[config.mk]
export PLATFORM = sky130hd
export DESIGN_NAME = alu_div_seq
export DESIGN_NICKNAME = d
export VERILOG_FILES = /design/src/rtl/alu_div_seq.sv
export SDC_FILE = /design/constraint.sdc
export NUM_CORES = 1
export LEC_CHECK = 0
export ABC_AREA = 1
export CAP_MARGIN = 40
export CORE_ASPECT_RATIO = 0.8
export CORE_MARGIN = 5
export CORE_UTILIZATION = 58
export CTS_BUF_LIST = sky130_fd_sc_hd__clkbuf_8
export CTS_CLUSTER_DIAMETER = 60
export DETAILED_ROUTE_END_ITERATION = 10
export PLACE_DENSITY = 0.83
export SETUP_SLACK_MARGIN = 0.15
export SYNTH_ARGS = -nofsm -noshare
export SYNTH_HDL_FRONTEND = slang
export SYNTH_SLANG_ARGS = --single-unit
[constraint.sdc]
create_clock -name clk -period 2.3 [get_ports clk]
set_clock_uncertainty 0.1 [all_clocks]
set_input_delay 0.23 -clock clk [delete_from_list [all_inputs] [get_ports clk]]
set_output_delay 0.23 -clock clk [all_outputs]
set_load 0.01 [all_outputs]
[src/rtl/alu_div_seq.sv]
// Sequential restoring divider: one shared subtractor is reused for WIDTH iterations per divide.
// Optional signed (truncating) division is built only when ALU_DIV_SIGNED_EN is defined.
module alu_div_seq #(
  parameter int WIDTH = 32
) (
  input  logic             clk,
  input  logic             rst_n,
  input  logic             start,
`ifdef ALU_DIV_SIGNED_EN
  input  logic             sign_op,
`endif
  input  logic [WIDTH-1:0] dividend,
  input  logic [WIDTH-1:0] divisor,
  output logic             busy,
  output logic             done,
  output logic [WIDTH-1:0] quotient,
  output logic [WIDTH-1:0] remainder,
  output logic             div_by_zero
);

  localparam int IW = $clog2(WIDTH);

  typedef enum logic [1:0] {IDLE, RUN, DONE} state_t;

  state_t           state_reg, state_next;
  logic             accept;
  logic             last_iter;
  logic [WIDTH-1:0] q_reg;
  logic [WIDTH:0]   r_reg;
  logic [WIDTH-1:0] d_reg;
  logic [IW-1:0]    iter_reg;

  logic [WIDTH:0]   rs;
  logic [WIDTH+1:0] sum;
  logic             c_out;
  logic [WIDTH:0]   r_step;
  logic [WIDTH-1:0] q_step;
  logic [WIDTH-1:0] q_fix;
  logic [WIDTH-1:0] r_fix;
  logic [WIDTH-1:0] a_mag;
  logic [WIDTH-1:0] b_mag;
  logic             unused_r_msb;

  assign busy      = (state_reg == RUN);
  assign done      = (state_reg == DONE);
  assign last_iter = (iter_reg == IW'(WIDTH - 1));

  // Shared subtractor: a + ~b + 1, carry-out set means no borrow (Rs >= D).
  assign rs     = {r_reg[WIDTH-1:0], q_reg[WIDTH-1]};
  assign sum    = {1'b0, rs} + {1'b0, ~{1'b0, d_reg}} + (WIDTH+2)'(1);
  assign c_out  = sum[WIDTH+1];
  assign r_step = c_out ? sum[WIDTH:0] : rs;
  assign q_step = {q_reg[WIDTH-2:0], c_out};

  // The partial remainder stays below D, so its top bit never feeds back.
  assign unused_r_msb = r_reg[WIDTH];

`ifdef ALU_DIV_SIGNED_EN
  logic a_neg, b_neg;
  logic neg_q_reg, neg_r_reg;

  assign a_neg = sign_op & dividend[WIDTH-1];
  assign b_neg = sign_op & divisor[WIDTH-1];
  assign a_mag = a_neg ? (~dividend + WIDTH'(1)) : dividend;
  assign b_mag = b_neg ? (~divisor + WIDTH'(1)) : divisor;
  assign q_fix = neg_q_reg ? (~q_step + WIDTH'(1)) : q_step;
  assign r_fix = neg_r_reg ? (~r_step[WIDTH-1:0] + WIDTH'(1)) : r_step[WIDTH-1:0];

  always_ff @(posedge clk or negedge rst_n) begin
    if (!rst_n) begin
      neg_q_reg <= 1'b0;
      neg_r_reg <= 1'b0;
    end else if (accept) begin
      neg_q_reg <= a_neg ^ b_neg;
      neg_r_reg <= a_neg;
    end
  end
`else
  assign a_mag = dividend;
  assign b_mag = divisor;
  assign q_fix = q_step;
  assign r_fix = r_step[WIDTH-1:0];
`endif

  always_comb begin
    state_next = state_reg;
    accept     = 1'b0;
    case (state_reg)
      IDLE, DONE: begin
        if (start) begin
          accept     = 1'b1;
          state_next = (divisor == '0) ? DONE : RUN;
        end else begin
          state_next = IDLE;
        end
      end
      RUN:     if (last_iter) state_next = DONE;
      default: state_next = IDLE;
    endcase
  end

  always_ff @(posedge clk or negedge rst_n) begin
    if (!rst_n) state_reg <= IDLE;
    else        state_reg <= state_next;
  end

  always_ff @(posedge clk or negedge rst_n) begin
    if (!rst_n) begin
      q_reg       <= '0;
      r_reg       <= '0;
      d_reg       <= '0;
      iter_reg    <= '0;
      quotient    <= '0;
      remainder   <= '0;
      div_by_zero <= 1'b0;
    end else if (accept) begin
      q_reg       <= a_mag;
      r_reg       <= '0;
      d_reg       <= b_mag;
      iter_reg    <= '0;
      div_by_zero <= (divisor == '0);
      // Zero divisor bypasses RUN, so results are published at accept.
      if (divisor == '0) begin
        quotient  <= '1;
        remainder <= dividend;
      end
    end else if (state_reg == RUN) begin
      q_reg    <= q_step;
      r_reg    <= r_step;
      iter_reg <= iter_reg + IW'(1);
      if (last_iter) begin
        quotient  <= q_fix;
        remainder <= r_fix;
      end
    end
  end

endmodule

==> impl_metrics.toml <==
[floorplan]
die_w_um = 158
rows = 43
start_util_pct = 58.7
fp.coreArea_um2 = 17200
fp.dieH_um = 128
pin_count = 134
dieArea_um2 = 20200

[sta]
max_slew_margin_pct = 67.5
setup_viol = 64
rsz0062_at_grt = "yes"
fin_ws_ns = -0.160
fmax_mhz = 406
worst_pin_slew_ns = 0.487
min_period_ns = 2.46
finalCritPeriodShare_pct = 107
finalHoldViolations = 0
slew_violations = 0

[setup_path]
startpoint_type = "flop"
endpoint_kind = "flop"
cpMostUsedCell = "nand2_1"
cp.required_ns = 2.60
arrival_ns = 2.77
slowest_stage = "dfrtp_1"
path_buf_inv = 4
crit_family = "simple AND/OR/NAND/NOR gates"
crit_type = "reg -> reg"
worst-path-max-fanout = 12
max_stage_delay_ns = 0.45
crit_path_cell_trace = "ha_1, nand2_2, inv_1, nand2_1, nand2_2, nand2_1, nand2_1, inv_1, nand2_4, nand2_4, buf_6, buf_12, nand4_1, nand2_2, nand2_1, nand2_1"

[yosys]
synth_most_common_cell = "nand2_1"
synth_common_cells = "471 x nand2_1, 272 x inv_1, 168 x dfrtp_1"
async_flop_share_pct = 100
synth_area_leader_cell = "dfrtp_1"
syn_area_per_cell_um2 = 7.02
ys_warn_count = 0
synthesis.area_um2 = 10100
yosysUniqueCellTypes = 33
syn_inst = 1440
seq_area_frac_synth_pct = 41.6
synth-main-ff-cell = "dfrtp_1"
syn_nets = 1542
synth_top_cells_by_area = "dfrtp_1 42%, nand2_1 17%, inv_1 10%, ha_1 4.2%, nor2_1 4.2%"
yosysTopAreaCellShare_pct = 41.6
yosys_register_bits = 168
synth_edf_count = 0

[drt]
wirelength_mm = 35.8
dr.pass1.iters = 8
num_vias = 11300
wl_per_cell_um = 18.4
ant_nets = 0
drt-initial-drc-count = 1289
route.detailed.drc = 0
viasPerCell = 5.78

[placed_design]
numPortBuffers = 133
place_inst = 1883
dp_hpwl_mm = 23.8
place.gp.congestion = 1.04

[clock_network]
clkSinkCount = 168
clockBufferDepth = 2
cts_buffers = 17
htreeDepth = 4
cts_root_buf = "clkbuf_8"
cts_tree = "yes"
clk_pin_slew_ns = 0.10
insertion_delay_ns = 0.49

[finish]
fill_cells = 942
area.growth.synth_to_final_pct = 44.0
diodes = 0
nets = 1815
fin_cells = 1951
drive_above_1_share_pct = 28.0

[grt]
antenna_found_initial = 0
grt_pass1_wl_mm = 52.2
grt_max_degree = 49
track_usage_pct = 32.8
gr-total-overflow = 0
first_global_vias = 10200

[job]
max_cap_violations = 0

[outcome]
violations = "setup timing"
status = "complete, but fails checks"

[hold_path]
hold_path.class = "in -> async"
==> cell type report <==
cell class,count,area (um^2),share of cell area (%)
clock buffer,17,234,1.61
clock inverter,15,135,0.928
inverter,274,1030,7.08
multi-input combinational,948,5720,39.3
sequential,168,4220,29.0
tap,225,282,1.93
timing repair buffer,304,2930,20.1
==> path summary, 6_finish.rpt <==
| path | start | end | slack, ns | cells past startpoint |
|---|---|---|---|---|
| min in group clk | divisor[10] | d_reg[10] | 0.21 | 3 |
| worst min register to register | d_reg[17] | d_reg[17] | 0.39 | 2 |
| max in group asynchronous | rst_n | q_reg[30] | 1.28 | 3 |
| worst max-delay path | r_reg[10] | r_reg[20] | -0.16 | 16 |
| worst min-delay path | rst_n | d_reg[1] | 0.13 | 2 |
| worst max register to register | r_reg[10] | r_reg[20] | -0.16 | 16 |
==> routing by layer <==
layer	global-route usage [%]	up-vias	share of wire, %
met5	0	-	0
met1	46.7	5282	39
met3	7.80	186	12
met2	51.3	799	45
li1	-	5012	-
met4	7.59	0	4.0
==> what timing repair did <==
item                                    4_1_cts  5_1_grt
hold endpoints to repair                     91        0
gates cloned                                  5        2
endpoints found under the setup margin       66       71
gates resized for setup                     130      145
pin swaps                                    30      116
hold buffers                                  1        0
buffers inserted                             14       14
==> cell families after synthesis <==
family | after synthesis | synth area share, %
buffers and inverters | 324 | 12.5
AND/OR/NAND/NOR | 767 | 32.2
XOR/XNOR | 15 | 1.30
flip-flops | 168 | 41.6
AO/OA/AOI/OAI | 131 | 8.01
adder cells (fa/ha/maj) | 35 | 4.41
==> through the flow <==
stage          hold slack [ns]  cell area [um^2]  setup TNS (ns)  utilization (%)  worst slack, ns
2_1_floorplan           -0.166             10100               0                -            0.194
3_3_place_gp            0.0920             12700          -13.00             73.5           -0.280
3_5_place_dp            0.0992             12700          -14.52             73.5           -0.282
4_1_cts                  0.147             13900               0             80.7          0.00915
5_1_grt                  0.179             14600          -10.46             84.6           -0.225
6_report                 0.130             14600           -5.44             84.6           -0.160
==> cells in the final DEF (no fill, tap or decap), types with 15 or more instances in the layout <==
cell type and count:
ha_4 26, dfrtp_1 153, a21oi_1 39, nand2_1 380
dfrtp_2 15, nand2_2 82, o21ai_0 35, nor2_1 95
nand2_4 30, nand3_1 39, or2_2 34, inv_2 18
nand3_2 27, inv_1 255, nand4_1 45, o221ai_1 32
clkbuf_8 17, clkdlybuf4s50_1 132, buf_4 142
Power is not shown: default switching activity piles up to over one toggle a cycle in this logic, so the estimate is an artifact.
